--- config.mk ---
export PLATFORM = sky130hd
export DESIGN_NAME = pipeline_interlock_ctrl
export DESIGN_NICKNAME = d
export VERILOG_FILES = /design/src/rtl/simplerisc_pkg.sv /design/src/rtl/mdu_seq_fsm.sv /design/src/rtl/pipeline_interlock_ctrl.sv
export SDC_FILE = /design/constraint.sdc
export NUM_CORES = 1
export LEC_CHECK = 0
export ABC_AREA = 1
export CORE_ASPECT_RATIO = 1.5
export CORE_MARGIN = 2
export CORE_UTILIZATION = 27
export CTS_BUF_LIST = sky130_fd_sc_hd__clkbuf_4
export DETAILED_ROUTE_END_ITERATION = 10
export PLACE_DENSITY_LB_ADDON = 0.1
export SYNTH_ARGS = -nofsm -noshare
export SYNTH_HDL_FRONTEND = slang
export SYNTH_SLANG_ARGS = --single-unit
--- constraint.sdc ---
create_clock -name clk -period 2.5 [get_ports clk]
set_clock_uncertainty 0.2 [all_clocks]
set_input_delay 0.75 -clock clk [delete_from_list [all_inputs] [get_ports clk]]
set_output_delay 0.75 -clock clk [all_outputs]
set_load 0.02 [all_outputs]
--- src/rtl/simplerisc_pkg.sv ---
// Shared SimpleRISC definitions: opcodes, instruction field positions, nop word
// and the MDU sequencer state type.
package simplerisc_pkg;

  localparam logic [4:0] OP_ADD  = 5'b00000;
  localparam logic [4:0] OP_SUB  = 5'b00001;
  localparam logic [4:0] OP_MUL  = 5'b00010;
  localparam logic [4:0] OP_DIV  = 5'b00011;
  localparam logic [4:0] OP_MOD  = 5'b00100;
  localparam logic [4:0] OP_CMP  = 5'b00101;
  localparam logic [4:0] OP_AND  = 5'b00110;
  localparam logic [4:0] OP_OR   = 5'b00111;
  localparam logic [4:0] OP_NOT  = 5'b01000;
  localparam logic [4:0] OP_MOV  = 5'b01001;
  localparam logic [4:0] OP_LSL  = 5'b01010;
  localparam logic [4:0] OP_LSR  = 5'b01011;
  localparam logic [4:0] OP_ASR  = 5'b01100;
  localparam logic [4:0] OP_NOP  = 5'b01101;
  localparam logic [4:0] OP_LD   = 5'b01110;
  localparam logic [4:0] OP_ST   = 5'b01111;
  localparam logic [4:0] OP_BEQ  = 5'b10000;
  localparam logic [4:0] OP_BGT  = 5'b10001;
  localparam logic [4:0] OP_B    = 5'b10010;
  localparam logic [4:0] OP_CALL = 5'b10011;
  localparam logic [4:0] OP_RET  = 5'b10100;

  localparam logic [31:0] NOP_INSTR = 32'h6800_0000;

  localparam int OPC_MSB = 31;
  localparam int OPC_LSB = 27;
  localparam int IMM_BIT = 26;
  localparam int RD_MSB  = 25;
  localparam int RD_LSB  = 22;
  localparam int RS1_MSB = 21;
  localparam int RS1_LSB = 18;
  localparam int RS2_MSB = 17;
  localparam int RS2_LSB = 14;

  // ret implicitly reads the return-address register
  localparam logic [3:0] RA_REG = 4'd15;

  typedef enum logic {
    IDLE = 1'b0,
    BUSY = 1'b1
  } mdu_state_e;

  function automatic logic is_mdu_op(input logic [4:0] opcode);
    return (opcode == OP_MUL) || (opcode == OP_DIV) || (opcode == OP_MOD);
  endfunction

endpackage

--- src/rtl/mdu_seq_fsm.sv ---
// MDU occupancy sequencer: holds a mul/div/mod in EX for its full latency and
// reports when the front of the pipe must stall.
module mdu_seq_fsm
  import simplerisc_pkg::*;
#(
  parameter int MUL_LAT = 3,
  parameter int DIV_LAT = 8,
  parameter int CNT_W   = 4
) (
  input  logic       clk,
  input  logic       rst,
  input  logic [4:0] opcode_e,
  output logic       stall_mdu,
  output logic       mdu_start,
  output logic       mdu_busy
);

  // Countdown seeds: the IDLE cycle and the final release cycle are not counted.
  localparam logic [CNT_W-1:0] MUL_CNT_INIT = (MUL_LAT > 1) ? CNT_W'(MUL_LAT - 2) : '0;
  localparam logic [CNT_W-1:0] DIV_CNT_INIT = (DIV_LAT > 1) ? CNT_W'(DIV_LAT - 2) : '0;

  mdu_state_e       r_state;
  mdu_state_e       w_next_state;
  logic [CNT_W-1:0] r_cnt;
  logic [CNT_W-1:0] w_next_cnt;

  logic w_is_mul;
  logic w_is_div;
  logic w_multi_cycle;

  assign w_is_mul      = (opcode_e == OP_MUL);
  assign w_is_div      = (opcode_e == OP_DIV) || (opcode_e == OP_MOD);
  assign w_multi_cycle = (w_is_mul && (MUL_LAT > 1)) || (w_is_div && (DIV_LAT > 1));

  // NOTE: state uses non-blocking assignments so every flop samples pre-edge values.
  always_ff @(posedge clk) begin
    if (rst) begin
      r_state <= IDLE;
      r_cnt   <= '0;
    end else begin
      r_state <= w_next_state;
      r_cnt   <= w_next_cnt;
    end
  end

  // NOTE: every output is defaulted first so no path through the case infers a latch.
  always_comb begin
    w_next_state = r_state;
    w_next_cnt   = r_cnt;
    stall_mdu    = 1'b0;
    mdu_start    = 1'b0;
    mdu_busy     = 1'b0;

    unique case (r_state)
      IDLE: begin
        if (is_mdu_op(opcode_e)) begin
          mdu_start = 1'b1;
          if (w_multi_cycle) begin
            stall_mdu    = 1'b1;
            mdu_busy     = 1'b1;
            w_next_cnt   = w_is_mul ? MUL_CNT_INIT : DIV_CNT_INIT;
            w_next_state = BUSY;
          end
        end
      end
      BUSY: begin
        mdu_busy = 1'b1;
        if (r_cnt != '0) begin
          stall_mdu  = 1'b1;
          w_next_cnt = r_cnt - CNT_W'(1);
        end else begin
          // op advances out of EX on this edge
          w_next_state = IDLE;
        end
      end
      default: w_next_state = IDLE;
    endcase

    if (rst) begin
      stall_mdu = 1'b0;
      mdu_start = 1'b0;
      mdu_busy  = 1'b0;
    end
  end

endmodule

--- src/rtl/pipeline_interlock_ctrl.sv ---
// Stall/bubble/flush sequencer for the 5-stage SimpleRISC pipeline.
// Optional perf counters are built only when PERF_CNT_EN is defined.
module pipeline_interlock_ctrl
  import simplerisc_pkg::*;
#(
  parameter int MUL_LAT = 3,
  parameter int DIV_LAT = 8,
  parameter int CNT_W   = 4
) (
  input  logic        clk,
  input  logic        rst,
  input  logic [31:0] instruction_of,
  input  logic [31:0] instruction_e,
  input  logic        isBranchTaken_E,
  output logic        stall_IF,
  output logic        stall_OF,
  output logic        stall_E,
  output logic        bubble_E,
  output logic        bubble_M,
  output logic        flush_OF,
  output logic        mdu_start,
  output logic        mdu_busy,
  output logic [31:0] stall_cycles,
  output logic [31:0] flush_count
);

  logic [4:0] w_op_of;
  logic [4:0] w_op_e;
  logic       w_imm_of;
  logic [3:0] w_rs1_of;
  logic [3:0] w_rs2_of;
  logic [3:0] w_rd_e;
  logic       w_uses_rs1;
  logic       w_uses_rs2;
  logic       w_is_ret;
  logic       w_load_use;
  logic       w_stall_mdu;
  logic       w_unused_bits;

  assign w_op_of  = instruction_of[OPC_MSB:OPC_LSB];
  assign w_imm_of = instruction_of[IMM_BIT];
  assign w_rs1_of = instruction_of[RS1_MSB:RS1_LSB];
  assign w_rs2_of = instruction_of[RS2_MSB:RS2_LSB];
  assign w_op_e   = instruction_e[OPC_MSB:OPC_LSB];
  assign w_rd_e   = instruction_e[RD_MSB:RD_LSB];

  // Fields the interlock never inspects.
  assign w_unused_bits = ^{instruction_of[RD_MSB:RD_LSB], instruction_of[13:0],
                           instruction_e[IMM_BIT], instruction_e[RS1_MSB:0]};

  // st's data register (rd) is intentionally ignored: RW->MA forwarding covers it.
  assign w_uses_rs1 = ((w_op_of <= OP_ASR) && (w_op_of != OP_NOT) && (w_op_of != OP_MOV))
                    || (w_op_of == OP_LD) || (w_op_of == OP_ST);
  assign w_uses_rs2 = !w_imm_of && (w_op_of <= OP_ASR);
  assign w_is_ret   = (w_op_of == OP_RET);

  assign w_load_use = (w_op_e == OP_LD) &&
                      ((w_uses_rs1 && (w_rs1_of == w_rd_e)) ||
                       (w_uses_rs2 && (w_rs2_of == w_rd_e)) ||
                       (w_is_ret   && (w_rd_e   == RA_REG)));

  mdu_seq_fsm #(
    .MUL_LAT (MUL_LAT),
    .DIV_LAT (DIV_LAT),
    .CNT_W   (CNT_W)
  ) u_mdu_seq_fsm (
    .clk       (clk),
    .rst       (rst),
    .opcode_e  (w_op_e),
    .stall_mdu (w_stall_mdu),
    .mdu_start (mdu_start),
    .mdu_busy  (mdu_busy)
  );

  // Priority: rst > taken-branch flush > MDU stall > load-use.
  always_comb begin
    stall_IF = 1'b0;
    stall_OF = 1'b0;
    stall_E  = 1'b0;
    bubble_E = 1'b0;
    bubble_M = 1'b0;
    flush_OF = 1'b0;

    if (rst) begin
      // everything stays low
    end else if (isBranchTaken_E) begin
      flush_OF = 1'b1;
      bubble_E = 1'b1;
    end else if (w_stall_mdu) begin
      stall_IF = 1'b1;
      stall_OF = 1'b1;
      stall_E  = 1'b1;
      bubble_M = 1'b1;
    end else if (w_load_use) begin
      stall_IF = 1'b1;
      stall_OF = 1'b1;
      bubble_E = 1'b1;
    end
  end

`ifdef PERF_CNT_EN
  logic [31:0] r_stall_cycles;
  logic [31:0] r_flush_count;

  always_ff @(posedge clk) begin
    if (rst) begin
      r_stall_cycles <= '0;
      r_flush_count  <= '0;
    end else begin
      if (stall_IF) r_stall_cycles <= r_stall_cycles + 32'd1;
      if (flush_OF) r_flush_count  <= r_flush_count + 32'd1;
    end
  end

  assign stall_cycles = rst ? 32'h0 : r_stall_cycles;
  assign flush_count  = rst ? 32'h0 : r_flush_count;
`else
  assign stall_cycles = 32'h0;
  assign flush_count  = 32'h0;
`endif

endmodule

# Yosys cells after proc, flatten, opt, wreduce, memory -nomap -nowiden
# Cells that the tools add are included.
# word_totals
reg_bits	5
in_bits	67
output_inout_bits	72
elab_cells	65
# op_classes
n_addsub	1
order_cmp	1
eq_ne	15
muxes	27
bitwise_logic	1
reduce_logical	18
# op_table
cell	n
$mux W1	20
$eq A5 B4 Y1 const B	3
$mux W4	3
$eq A5 B2 Y1 const B	2
$ne A5 B4 Y1 const B	2
$eq A4 B4 Y1	2
$logic_or A1 B1 Y1	8
$pmux W4 S2	1
$logic_and A1 B1 Y1	7
$eq A5 B3 Y1 const B	1
$eq A5 B5 Y1 const B	1
$le A5 B4 Y1 const B	1
$eq A4 B4 Y1 const B	1
$ne A2 B1 Y1 const B	2
$pmux W1 S2	2
$reduce_bool A4 Y1	1
$sub A4 B1 Y4 const B	1
$mux W3	1
$reduce_and A3 Y1	1
$ne A2 B2 Y1 const B	1
$logic_not A1 Y1	1
$not A1 Y1	1

# Longest topological paths before layout
# depth
depth_word	13
mapped_depth	11
ltp_nobuf	11

# Hierarchy
# A second synthesis with hierarchy kept.
# unflattened
hier_cells	206
area_unflattened_um2	1204.9
# modules_own_cells
mod	n_inst	cells_per_inst	area_each_um2	seq_area_each_um2
pipeline_interlock_ctrl	1	138	792.0	0.0
mdu_seq_fsm	1	68	412.9	100.1

# Worst setup path before layout
# OpenSTA, ideal clock, no wires.
# synth_path
path_kind	input to output
start	in instruction_e[24]
end	out stall_OF
arrival_time_ps	1605
required_time_ps	1550
slack_ps	-55
stages	7
n_path_buf	1
cell_sequence	inv_1 > nor3_1 > nand2_1 > a21oi_2 > nand3_1 > nand2_1 > buf_4
# synth_via
elab_chain_cells	9
elab_cells_between_ends	13
classes_between	eq/ne (3); mux (4); reduce/logical (6)
# synth_lines
item	line	rtl
start, declared	pipeline_interlock_ctrl.sv:13	input logic [31:0] instruction_e,
$eq A4 B4 Y1 (on tied branches)	pipeline_interlock_ctrl.sv:58, pipeline_interlock_ctrl.sv:59	
$logic_and A1 B1 Y1 (on tied branches)	pipeline_interlock_ctrl.sv:58, pipeline_interlock_ctrl.sv:59	
$logic_or A1 B1 Y1	pipeline_interlock_ctrl.sv:58	((w_uses_rs1 && (w_rs1_of == w_rd_e)) ||
$logic_or A1 B1 Y1 (*)	pipeline_interlock_ctrl.sv:59	(w_uses_rs2 && (w_rs2_of == w_rd_e)) ||
$logic_and A1 B1 Y1 (*)	pipeline_interlock_ctrl.sv:57	assign w_load_use = (w_op_e == OP_LD) &&
$mux W1 (*) (4 in series)	--	
end, declared	pipeline_interlock_ctrl.sv:16	output logic stall_OF,
# Every way passes the cells marked *; elsewhere a longest branch is shown, timed or not.

# Worst setup path after layout
# layout_path
start	in instruction_e[27]
end	out bubble_E
# layout_via
elab_chain_cells	10
elab_cells_between_ends	17
classes_between	eq/ne (4); mux (8); reduce/logical (5)
# layout_lines
item	line	rtl
$eq A5 B2 Y1 or $eq A5 B3 Y1 (tied branches)	simplerisc_pkg.sv:48, mdu_seq_fsm.sv:32	
$logic_or A1 B1 Y1	mdu_seq_fsm.sv:32	assign w_is_div = (opcode_e == OP_DIV) || (opcode_e == OP_MOD);
$logic_or A1 B1 Y1	mdu_seq_fsm.sv:33	assign w_multi_cycle = (w_is_mul && (MUL_LAT > 1)) || (w_is_div && (DIV_LAT > 1));
$mux W1	mdu_seq_fsm.sv:58	if (w_multi_cycle) begin
$mux W1	mdu_seq_fsm.sv:56	if (is_mdu_op(opcode_e)) begin
$pmux W1 S2	mdu_seq_fsm.sv:54	unique case (r_state)
$mux W1	--	
$mux W1 (*)	pipeline_interlock_ctrl.sv:89	end else if (w_stall_mdu) begin
$mux W1 (*)	pipeline_interlock_ctrl.sv:86	end else if (isBranchTaken_E) begin
$mux W1 (*)	pipeline_interlock_ctrl.sv:84	if (rst) begin
end, declared	pipeline_interlock_ctrl.sv:18	output logic bubble_E,
# Marked as above.

==> results by group <==
Power
  – Leakage: 0.8635 nW
  – Switching pwr: 0.0002041 W
  – Register share of total power: 0.198
  – Share of total power in combinational logic: 0.545
  – Internal: 0.0002298 W
  – Pwr/cell area: 299.8 mW/mm2
  – Peak supply drop: 0.0001644 V
  – Clock power frac: 0.257
  – Switching share of total power: 0.4704

CTS
  – Clk_lat worst skew: 0.26 ns
  – Root buffer cell: clkbuf_4
  – CTS tree: yes
  – # hold bufs at CTS: 0
  – Clock transition at path regs: 0.05 ns
  – CTS sink cnt: 5
  – Clock buffer depth: 2
  – TritonCTS buffer count: 3
  – H-Tree Depth: 1

Floorplan
  – Core ar.: 0.004136 mm2
  – Die W: 57.11 um
  – Die area: 0.004778 mm2
  – Vert. Die Dim: 83.67 um
  – Cell Rows: 29
  – Io pins: 139
  – Initial Utilization: 0.2762

Cells and area
  – N_diodes: 0
  – # fillers: 483
  – Nets: 305
  – FF+latch area: 100.1 um2
  – Layout area overhead: 26.73%
  – Post-Layout Cell Count: 282
  – Layout cells sized above 1: 0.3559
  – Multi-input logic area: 757.0 um2

Routing
  – WL per Instance: 7.777 um
  – Vias/cell: 3.617
  – Routed Antenna Nets: 0
  – Remaining DRCs: 0
  – Drt pass-1 iters: 2
  – Vias: 1020
  – DRT Wirelength: 2.193 mm
  – Initial DRC count: 23

Logic synthesis
  – Avg Cell Area, Syn: 6.044 um2
  – Most frequent cell after synthesis: buf_4
  – Sequential cell area fraction in the yosys report: 0.08762
  – Count of cell types in the netlist: 23
  – Post-synthesis mux area share: 0
  – Syn. warnings: 0
  – Post-synth EDFFs: 0
  – Synth top cells by count: buf_4 (66), nand2_1 (43), inv_1 (25)
  – Synth Area in Simple Gates: 0.3023
  – Ys async rst share: 0
  – Dominant cell type by area after synthesis: buf_4
  – Adder-cell share of the synthesized area: 0.01095
  – Mapped Cells: 189
  – Compound-gate portion of the synthesized area: 0.05476
  – Synth Register Bits: 5
  – Ys flop type: dfxtp_1
  – Synthesized cell area: 0.001142 mm2
  – Synth top area share: 0.4337
  – Main combinational cell family by area after synthesis: buffers and inverters
  – Xor and xnor fraction of the mapped netlist area: 0.007667
  – Synth top area cells: buf_4 (43%), nand2_1 (14%), dfxtp_1 (8.8%)

GRT
  – Vias in the first global route: 874
  – Largest net degree at the start of global routing: 6
  – First-pass GRT wire length: 3.408 mm
  – Global route overflow: 0
  – Total GRT Usage: 0.09060
  – Initial antenna violation count: 0

Critical path
  – CP max stage cell: o21ai_4
  – CP cell instances: buf_8 > buf_6 > o21ai_4 > nand3_4 > nand2_4 > nor2_4 > nand3_2 > nand2_2 > buf_6
  – Worst EP required: 1.55 ns
  – Largest stage delay, worst path: 0.15 ns
  – Crit end category: output pin
  – CP Launch Type: input pin
  – CP dominant cell by count: buf_6
  – Crit Path Max Fanout: 3
  – Worst path bufs/invs: 3
  – Crit path max-delay family: simple AND/OR/NAND/NOR gates
  – Crit path DAT: 1.63 ns
  – Worst setup path class: in2out

STA
  – RSZ-0062 raised after global routing: true
  – Slew Viols, Final: 0
  – Setup_tns: -0.2707 ns
  – Endpoints failing setup: 5
  – Post-layout min period: 2.577 ns
  – Worst setup margin: -0.07652 ns
  – Final worst path period share: 1.031
  – Final hold violation count: 0
  – Max Fclk: 0.3881 GHz

Status
  – Outcome: finished, violations left
  – Failing checks: negative setup slack

Hold path
  – Hold Path Class: reg2reg

Place
  – Port Buffers: 33
  – DP HPWL: 1.929 mm
  – Final Wtd Congestion: 0.7281
  – Placed Cells: 276

Run
  – Max-cap violations: 0
## worst register-to-register path, cell delays in order (launching register included)
cell and delay, ns:
dfxtp_1 0.32, inv_1 0.06, ha_1 0.21, inv_1 0.07, nor2_2 0.04, nand2_1 0.08, nand2_2 0.07, nand2_4 0.12
nor2_4 0.05, buf_4 0.13, buf_4 0.13, nand2_1 0.05, o21ai_1 0.05
## cells by family after synthesis
| kind of cell | count (synthesis) |
|---|---|
| compound gates | 9 |
| other cells | 1 |
| xor+xnor | 1 |
| flops | 5 |
| simple gates | 76 |
| fa+ha+maj | 1 |
| buf+inv | 96 |
## power by group through the flow
| stage | clock (W) | sequential, W | combinational [W] |
|---|---|---|---|
| after floorplan | 0 | 0.0000868 | 0.000224 |
| after global placement | 0 | 0.0000871 | 0.000229 |
| after detailed placement | 0 | 0.0000870 | 0.000228 |
| after CTS | 0.000113 | 0.0000856 | 0.000235 |
| after global routing | 0.000118 | 0.0000860 | 0.000259 |
| final | 0.000111 | 0.0000861 | 0.000237 |
## final timing paths
path / start / end / slack, ns / cells past startpoint
max: instruction_e[27] / bubble_E / -0.08 / 9
min reg2reg: u_mdu_seq_fsm.r_cnt[1]$_SDFFE_PP0P_ / u_mdu_seq_fsm.r_cnt[1]$_SDFFE_PP0P_ / 0.25 / 2
max reg2reg: u_mdu_seq_fsm.r_cnt[0]$_SDFFE_PP0P_ / u_mdu_seq_fsm.r_cnt[0]$_SDFFE_PP0P_ / 0.83 / 12
min: u_mdu_seq_fsm.r_cnt[1]$_SDFFE_PP0P_ / u_mdu_seq_fsm.r_cnt[1]$_SDFFE_PP0P_ / 0.25 / 2
## through the flow
step | instance area [um2] | hold WS (ns) | util | power (W) | worst slack, ns
floorplan | 1381 | 0.2321 | - | 0.0003105 | 0.002483
global placement | 1356 | 0.2429 | 0.3279 | 0.0003158 | -1.019
detailed placement | 1356 | 0.2490 | 0.3279 | 0.0003149 | -1.019
CTS | 1449 | 0.2565 | 0.3503 | 0.0004335 | -0.1347
global route | 1448 | 0.2781 | 0.3500 | 0.0004633 | -0.1380
finish | 1448 | 0.2531 | 0.3500 | 0.0004339 | -0.07652
## sequential cells by signal, summed over array words and instances (netlist names)
register and cells:
u_mdu_seq_fsm.r_cnt 4, u_mdu_seq_fsm.r_state 1
## layout make-up
cell class / count / share of cell area
inverters: 30 / 0.08557
well taps: 46 / 0.03976
clock buffers: 4 / 0.02074
flip-flops and latches: 5 / 0.06914
multi-input cells: 151 / 0.5229
repair buffers: 46 / 0.2619
## layout by cell type (no fill, tap or decap)
master and instances:
dfxtp_1 5, o21ai_0 2, clkbuf_4 4, clkdlybuf4s15_1 1, nor2_1 10, clkdlybuf4s15_2 1
o21ai_4 1, nand3_2 5, nand2_4 3, xor2_1 1, nand3_4 1, a21oi_2 1
buf_4 14, a21oi_4 1, conb_1 64, buf_6 12, nor3_2 2, inv_4 4
a21oi_1 1, clkbuf_2 5, buf_8 2, nand2_1 38, clkinv_2 1, ha_1 1
nor2_2 4, o21a_1 1, nor3_4 1, dlygate4sd2_1 2, nor2_4 2, inv_2 6
o21ai_1 2, inv_1 19, nand3_1 5, nand2_2 5, buf_2 9
## metal layers
layer,wire length [um],up-vias,track usage
li1,-,527,-
met1,708,434,0.07801
met2,1252,55,0.1860
met3,208,4,0.02016
met4,23,0,0.03805
met5,0,-,0
## timing repair
| action | 4_1_cts | 5_1_grt |
|---|---|---|
| gates cloned | 0 | 0 |
| endpoints found under the setup margin | 8 | 7 |
| setup buffers | 2 | 0 |
| pin swaps | 34 | 20 |
| resized for setup | 151 | 24 |
No activity file was read; power rests on OpenSTA's default activity.
